File: src/rtl/gemm_sequencer.sv
// Instruction sequencer for a NUM_ROW x NUM_COL systolic GEMM array.
// It tracks the SRAM address windows and runs the compute, drain and store phases.
module gemm_sequencer #(
  parameter int NUM_ROW              = 4,
  parameter int NUM_COL              = 4,
  parameter int LOG2_SRAM_BANK_DEPTH = 5,
  parameter int CTRL_WIDTH           = 4,
  parameter int OPCODE_WIDTH         = 4,
  parameter int BUF_ID_WIDTH         = 2,
  parameter int MEM_LOC_WIDTH        = 10
) (
  input  logic                            clk,
  input  logic                            rst,
  input  logic                            i_inst_valid,
  output logic                            o_inst_ready,
  input  logic [OPCODE_WIDTH-1:0]         i_opcode,
  input  logic [BUF_ID_WIDTH-1:0]         i_buf_id,
  input  logic [MEM_LOC_WIDTH-1:0]        i_mem_loc,
  output logic [CTRL_WIDTH-1:0]           o_ctrl_state,
  output logic [LOG2_SRAM_BANK_DEPTH-1:0] o_top_sram_rd_start_addr,
  output logic [LOG2_SRAM_BANK_DEPTH-1:0] o_top_sram_rd_end_addr,
  output logic [LOG2_SRAM_BANK_DEPTH-1:0] o_left_sram_rd_start_addr,
  output logic [LOG2_SRAM_BANK_DEPTH-1:0] o_left_sram_rd_end_addr,
  output logic [LOG2_SRAM_BANK_DEPTH-1:0] o_down_sram_rd_start_addr,
  output logic [LOG2_SRAM_BANK_DEPTH-1:0] o_down_sram_rd_end_addr,
  output logic                            o_down_rd_en,
  output logic [LOG2_SRAM_BANK_DEPTH-1:0] o_down_rd_addr,
  output logic                            o_done,
  output logic                            o_err
);

  localparam int AW = LOG2_SRAM_BANK_DEPTH;
  // Longest phase is a full-span GEMM: (2**AW - 1) + NUM_ROW + NUM_COL - 1 cycles.
  localparam int CNT_W = $clog2((2**AW) + NUM_ROW + NUM_COL) + 1;

  localparam logic [OPCODE_WIDTH-1:0] OP_LD    = OPCODE_WIDTH'(2);
  localparam logic [OPCODE_WIDTH-1:0] OP_ST    = OPCODE_WIDTH'(3);
  localparam logic [OPCODE_WIDTH-1:0] OP_GEMM  = OPCODE_WIDTH'(4);
  localparam logic [OPCODE_WIDTH-1:0] OP_DRAIN = OPCODE_WIDTH'(5);

  localparam logic [BUF_ID_WIDTH-1:0] BUF_LEFT = BUF_ID_WIDTH'(0);
  localparam logic [BUF_ID_WIDTH-1:0] BUF_TOP  = BUF_ID_WIDTH'(1);
  localparam logic [BUF_ID_WIDTH-1:0] BUF_DOWN = BUF_ID_WIDTH'(2);

  localparam logic [CTRL_WIDTH-1:0] CTRL_IDLE   = CTRL_WIDTH'(0);
  localparam logic [CTRL_WIDTH-1:0] CTRL_STEADY = CTRL_WIDTH'(1);
  localparam logic [CTRL_WIDTH-1:0] CTRL_DRAIN  = CTRL_WIDTH'(3);

  typedef enum logic [1:0] {S_IDLE, S_STEADY, S_DRAIN, S_STORE} state_e;

  state_e            state_q, state_d;
  logic [CNT_W-1:0]  cnt_q, cnt_d;
  logic [AW-1:0]     left_start_q, left_start_d, left_end_q, left_end_d;
  logic [AW-1:0]     top_start_q, top_start_d, top_end_q, top_end_d;
  logic [AW-1:0]     down_start_q, down_start_d, down_end_q, down_end_d;
  logic [CTRL_WIDTH-1:0] ctrl_q, ctrl_d;
  logic              done_q, done_d, err_q, err_d;
  logic              rd_en_q, rd_en_d;
  logic [AW-1:0]     rd_addr_q, rd_addr_d;

  logic              accept_s;
  logic              ld_buf_ok_s;
  logic              gemm_ok_s;
  logic              st_ok_s;
  logic [AW-1:0]     loc_start_s, loc_end_s;

  assign accept_s    = i_inst_valid && (state_q == S_IDLE);
  assign loc_start_s = i_mem_loc[AW-1:0];
  assign loc_end_s   = i_mem_loc[2*AW-1:AW];
  assign ld_buf_ok_s = (i_buf_id == BUF_LEFT) || (i_buf_id == BUF_TOP) || (i_buf_id == BUF_DOWN);
  assign gemm_ok_s   = (left_end_q >= left_start_q);
  assign st_ok_s     = (down_end_q >= down_start_q);

  always_ff @(posedge clk or posedge rst) begin
    if (rst) begin
      state_q      <= S_IDLE;
      cnt_q        <= '0;
      left_start_q <= '0;
      left_end_q   <= '0;
      top_start_q  <= '0;
      top_end_q    <= '0;
      down_start_q <= '0;
      down_end_q   <= '0;
      ctrl_q       <= CTRL_IDLE;
      done_q       <= 1'b0;
      err_q        <= 1'b0;
      rd_en_q      <= 1'b0;
      rd_addr_q    <= '0;
    end else begin
      state_q      <= state_d;
      cnt_q        <= cnt_d;
      left_start_q <= left_start_d;
      left_end_q   <= left_end_d;
      top_start_q  <= top_start_d;
      top_end_q    <= top_end_d;
      down_start_q <= down_start_d;
      down_end_q   <= down_end_d;
      ctrl_q       <= ctrl_d;
      done_q       <= done_d;
      err_q        <= err_d;
      rd_en_q      <= rd_en_d;
      rd_addr_q    <= rd_addr_d;
    end
  end

  // Phase counters hold (cycles - 1); a phase ends on the edge where the counter reads zero.
  always_comb begin
    state_d      = state_q;
    cnt_d        = cnt_q;
    left_start_d = left_start_q;
    left_end_d   = left_end_q;
    top_start_d  = top_start_q;
    top_end_d    = top_end_q;
    down_start_d = down_start_q;
    down_end_d   = down_end_q;
    case (state_q)
      S_IDLE: begin
        if (accept_s) begin
          case (i_opcode)
            OP_LD: begin
              case (i_buf_id)
                BUF_LEFT: begin left_start_d = loc_start_s; left_end_d = loc_end_s; end
                BUF_TOP:  begin top_start_d  = loc_start_s; top_end_d  = loc_end_s; end
                BUF_DOWN: begin down_start_d = loc_start_s; down_end_d = loc_end_s; end
                default:  begin end
              endcase
            end
            OP_GEMM: begin
              if (gemm_ok_s) begin
                state_d = S_STEADY;
                cnt_d   = CNT_W'(left_end_q - left_start_q) + CNT_W'(NUM_ROW + NUM_COL - 2);
              end else begin
                state_d = S_IDLE;
              end
            end
            OP_DRAIN: begin
              state_d = S_DRAIN;
              cnt_d   = CNT_W'(NUM_ROW - 1);
            end
            OP_ST: begin
              if (st_ok_s) begin
                state_d = S_STORE;
                cnt_d   = CNT_W'(down_end_q - down_start_q);
              end else begin
                state_d = S_IDLE;
              end
            end
            default: state_d = S_IDLE;
          endcase
        end else begin
          state_d = S_IDLE;
        end
      end
      S_STEADY, S_DRAIN, S_STORE: begin
        if (cnt_q == '0) begin
          state_d = S_IDLE;
        end else begin
          cnt_d = cnt_q - CNT_W'(1);
        end
      end
      default: state_d = S_IDLE;
    endcase
  end

  // Next values of the registered array-facing outputs and status pulses.
  always_comb begin
    ctrl_d    = CTRL_IDLE;
    done_d    = 1'b0;
    err_d     = 1'b0;
    rd_en_d   = 1'b0;
    rd_addr_d = rd_addr_q;
    case (state_q)
      S_IDLE: begin
        if (accept_s) begin
          case (i_opcode)
            OP_LD: begin
              if (ld_buf_ok_s) done_d = 1'b1;
              else             err_d  = 1'b1;
            end
            OP_GEMM: begin
              if (gemm_ok_s) ctrl_d = CTRL_STEADY;
              else           err_d  = 1'b1;
            end
            OP_DRAIN: ctrl_d = CTRL_DRAIN;
            OP_ST: begin
              if (st_ok_s) begin
                rd_en_d   = 1'b1;
                rd_addr_d = down_start_q;
              end else begin
                err_d = 1'b1;
              end
            end
            default: err_d = 1'b1;
          endcase
        end else begin
          done_d = 1'b0;
        end
      end
      S_STEADY: begin
        if (cnt_q == '0) done_d = 1'b1;
        else             ctrl_d = CTRL_STEADY;
      end
      S_DRAIN: begin
        if (cnt_q == '0) done_d = 1'b1;
        else             ctrl_d = CTRL_DRAIN;
      end
      S_STORE: begin
        if (cnt_q == '0) begin
          done_d = 1'b1;
        end else begin
          rd_en_d   = 1'b1;
          rd_addr_d = rd_addr_q + AW'(1);
        end
      end
      default: ctrl_d = CTRL_IDLE;
    endcase
  end

  assign o_inst_ready              = (state_q == S_IDLE);
  assign o_ctrl_state              = ctrl_q;
  assign o_left_sram_rd_start_addr = left_start_q;
  assign o_left_sram_rd_end_addr   = left_end_q;
  assign o_top_sram_rd_start_addr  = top_start_q;
  assign o_top_sram_rd_end_addr    = top_end_q;
  assign o_down_sram_rd_start_addr = down_start_q;
  assign o_down_sram_rd_end_addr   = down_end_q;
  assign o_down_rd_en              = rd_en_q;
  assign o_down_rd_addr            = rd_addr_q;
  assign o_done                    = done_q;
  assign o_err                     = err_q;

endmodule
File: config.mk
export PLATFORM = sky130hd
export DESIGN_NAME = gemm_sequencer
export DESIGN_NICKNAME = d
export VERILOG_FILES = /design/src/rtl/gemm_sequencer.sv
export SDC_FILE = /design/constraint.sdc
export NUM_CORES = 1
export LEC_CHECK = 0
export ABC_AREA = 1
export ABC_CLOCK_PERIOD_IN_PS = 2000
export CAP_MARGIN = 10
export CORE_UTILIZATION = 29
export CTS_CLUSTER_DIAMETER = 150
export DETAILED_ROUTE_END_ITERATION = 6
export PLACE_DENSITY = 0.61
export SETUP_SLACK_MARGIN = 0.3
export SYNTH_ARGS = -nofsm -noshare
export SYNTH_HDL_FRONTEND = slang
export SYNTH_SLANG_ARGS = --single-unit
File: constraint.sdc
create_clock -name clk -period 2 [get_ports clk]
set_clock_uncertainty 0.2 [all_clocks]
set_input_delay 0.4 -clock clk [delete_from_list [all_inputs] [get_ports clk]]
set_output_delay 0.4 -clock clk [all_outputs]
set_load 0.005 [all_outputs]
==> results by group <==
Worst setup path
  • Crit path capture type: flop
  • Critical Path RT: 2.04 ns
  • WP data arrival: 2.35 ns
  • End of the worst register-to-register path: cnt_q[6]
  • R2r startpoint: o_left_sram_rd_end_addr[0]
  • Max incr delay on CP: 0.40 ns
  • CP max stage cell: dfrtp_1
  • Startpoint Class: flop
  • Critical Path Fanout Max: 4
  • Crit-path cells: inv_2 -> ha_4 -> inv_4 -> fa_2 -> nand2_2 -> inv_2 -> nand2_2 -> nand2_4 -> o21ai_4 -> nand4_4 -> nand3_4 -> buf_4 -> buf_4 -> nand2_1 -> nand2_1
  • WS Path Type: flop to flop
  • Reg-to-reg slack, setup: -0.31 ns
  • R2R depth: 15

Final layout
  • Final Core Density: 52.7%
  • Final non-filler cell total: 674
  • Area delta synth->final: 76.5%
  • Register area: 1230 um^2
  • Share of layout cells above drive strength 1: 44.7%
  • Final Net Count: 579
  • Area occupied by multi-input gates: 1870 um^2
  • Antenna fix cells: 0
  • Fill count: 923

Global routing
  • GRT Overall Usage: 16.7%
  • Vias in the first global route: 2924
  • Total global routing overflow: 0
  • Largest net degree at the start of global routing: 25
  • First-pass GRT wire length: 13600 um
  • Antenna violations before repair: 0

Route
  • 1st-iter DRT viols: 90
  • Post-DRT Antenna Nets: 0
  • Routed len/inst: 14.2 um
  • Vias: 3141
  • DRC: 0
  • Total routed wirelength: 9590 um
  • First-pass detailed-route iteration total: 4
  • Drt via density: 4.66

Logic synthesis
  • Mapped Area: 2920 um^2
  • Adder-cell share of the synthesized area: 8.67%
  • Combinational family with the most area after synthesis: simple AND/OR/NAND/NOR gates
  • Largest cells by area after synthesis: dfrtp_1, nand2_1, o21ai_0, ha_1, inv_1
  • Async SR Flop Fraction: 100%
  • Area share of the largest cell type after synthesis: 42.0%
  • Post-Synthesis Cells: 383
  • Ys flop type: dfrtp_1
  • Most frequent cell after synthesis: nand2_1
  • XOR/XNOR Fraction of Synth Area: 0.601%
  • Synth Area in Compound Gates: 14.5%
  • Proportion of synthesized area in mux cells: 0%
  • Avg Cell Area, Syn: 7.62 um^2
  • Syn. warnings: 0
  • Sequential fraction of the synthesis area: 42.0%
  • Simple-gate share of the synthesized area: 24.5%
  • #FFs+latches synth: 49
  • Synth top cells by count: nand2_1, inv_1, o21ai_0
  • Area leader, netlist: dfrtp_1
  • Count of cell types in the netlist: 32
  • Number of synthesized flops with an enable pin: 0

Clock tree
  • CTS Sinks: 49
  • Clk buf depth: 2
  • Hold-fix buffers at CTS: 0
  • Total CTS buffers: 5
  • Clock Root Buffer: clkbuf_8
  • CTS tree: done
  • H-tree Lvls: 2
  • Clock Pin Slew Worst Setup and Hold Paths: 0.10 ns
  • Worst-skew pair later-pin latency: 0.31 ns

Die
  • Starting Density: 29.8%
  • Io pins: 62
  • DIE WIDTH: 102 um
  • Die Span Y: 102 um
  • Core region area: 9770 um^2
  • Rows: 36
  • Die area: 10500 um^2

Power and ir drop
  • P_leak: 2.60 nW
  • Peak supply drop: 0.444 mV
  • PwrDens: 798 nW/um^2

Min path
  • Min-delay worst type: primary input to asynchronous set/reset pin

Timing
  • Hold Fails Final Rpt: 0
  • Min Tclk post-route: 2.31 ns
  • FMAX: 0.433 GHz
  • RSZ-0062 raised after global routing: yes
  • Hold slack: 0.201 ns
  • Total Neg Setup Slack: -3.57 ns
  • Final Cycle Share: 116%
  • Setup violators final: 17
  • Fin. max-slew vios: 0
  • Worst setup margin: -0.310 ns

Run
  • # Max-Cap Violations: 0

Place
  • Final HPWL from detailed placement: 6070 um
  • Placed cells: 619
  • Worst slack at placement: -0.361 ns
  • GPL Wtd Cong: 0.834
  • PortBufs: 59

Outcome
  • Failing checks: negative setup slack
  • Status: finished, violations left
-- final cells by class --
class                      instances  area share, %
sequential                        49           23.8
clock inverter                     2          0.680
tap                              133           3.23
multi-input combinational        264           36.3
inverter                          60           4.79
timing repair buffer             160           29.6
clock buffer                       5           1.34
timing repair inverter             1          0.219
-- sequential cells by signal, summed over array words and instances, names as in the netlist --
signal and count:
cnt_q 7, o_down_rd_addr 5, o_down_sram_rd_end_addr 5, o_down_sram_rd_start_addr 5, o_left_sram_rd_end_addr 5, o_left_sram_rd_start_addr 5, o_top_sram_rd_end_addr 5, o_top_sram_rd_start_addr 5
o_ctrl_state 2, state_q 2, o_done 1, o_down_rd_en 1, o_err 1
-- cell usage in the layout, fill, tap and decap left out, drive strengths merged --
| master | count |
|---|---|
| buf | 110 |
| nand2 | 99 |
| o21ai | 61 |
| inv | 60 |
| dfrtp | 49 |
| nand3 | 33 |
| dlygate4sd2 | 23 |
| nor2 | 22 |
| ha | 17 |
| clkdlybuf4s50 | 14 |
| a21oi | 9 |
| clkbuf | 8 |
| clkdlybuf4s15 | 6 |
| nand4 | 6 |
| dlymetal6s2s | 4 |
| o211ai | 3 |
| xnor2 | 2 |
| fa | 2 |
| conb | 2 |
| nor3 | 2 |
| nand3b | 1 |
| a21boi | 1 |
| a31oi | 1 |
| a41oi | 1 |
| clkinvlp | 1 |
| or2 | 1 |
| o21bai | 1 |
| clkinv | 1 |
| bufinv | 1 |
-- power breakdown --
| part | internal (W) | leakage (nW) | switching (W) | total (W) |
|---|---|---|---|---|
| clock network | 0.000364 | 0.0540 | 0.000348 | 0.000713 |
| logic | 0.00104 | 1.90 | 0.00106 | 0.00210 |
| registers | 0.00116 | 0.651 | 0.000131 | 0.00130 |
| total | 0.00256 | 2.60 | 0.00154 | 0.00411 |
-- cell families after synthesis --
family                     after synthesis
DFF                                     49
other                                    1
buffers and inverters                   71
xor gates and xnor gates                 2
and+or+nand+nor                        164
AOI/OAI and AO/OA                       77
adders and majority gates               19
-- layer usage --
| layer | track usage (%) | share of wire [%] |
|---|---|---|
| met4 | 3.08 | 1.7 |
| met1 | 22.2 | 43 |
| met5 | 0 | 0 |
| met3 | 3.90 | 5.0 |
| met2 | 27.9 | 51 |
-- metrics by stage --
| step | area, um^2 | power, W |
|---|---|---|
| finish | 5150 | 0.00411 |
| global placement | 4110 | 0.00292 |
| global route | 5150 | 0.00442 |
| detailed placement | 4110 | 0.00296 |
| floorplan | 2960 | 0.00223 |
| CTS | 4330 | 0.00373 |
-- how the worst max path moves through the flow --
stage / from / end / slack (ns) / depth (start not counted)
2_1_floorplan: o_left_sram_rd_end_addr[0] / cnt_q[5] / -0.23 / 16
3_3_place_gp: o_left_sram_rd_end_addr[0] / cnt_q[5] / -0.28 / 16
3_5_place_dp: o_left_sram_rd_end_addr[0] / cnt_q[5] / -0.36 / 16
4_1_cts: o_left_sram_rd_end_addr[0] / cnt_q[5] / -0.32 / 16
5_1_grt: o_left_sram_rd_end_addr[0] / cnt_q[5] / -0.45 / 16
6_report: o_left_sram_rd_end_addr[0] / cnt_q[6] / -0.31 / 15
-- critical path, delay by kind of cell (launching register included) --
kind	cells	cell delay (ns)
simple gates	7	0.56
fa+ha+maj	2	0.49
flops	1	0.40
buf+inv	5	0.38
compound gates	1	0.20
-- what timing repair did --
action	CTS	global route
gates cloned	0	10
endpoints found under the setup margin	89	64
buffers inserted	20	18
pin swaps	9	18
gates resized for setup	89	199
Note: power is estimated with default switching activity, not from simulation.
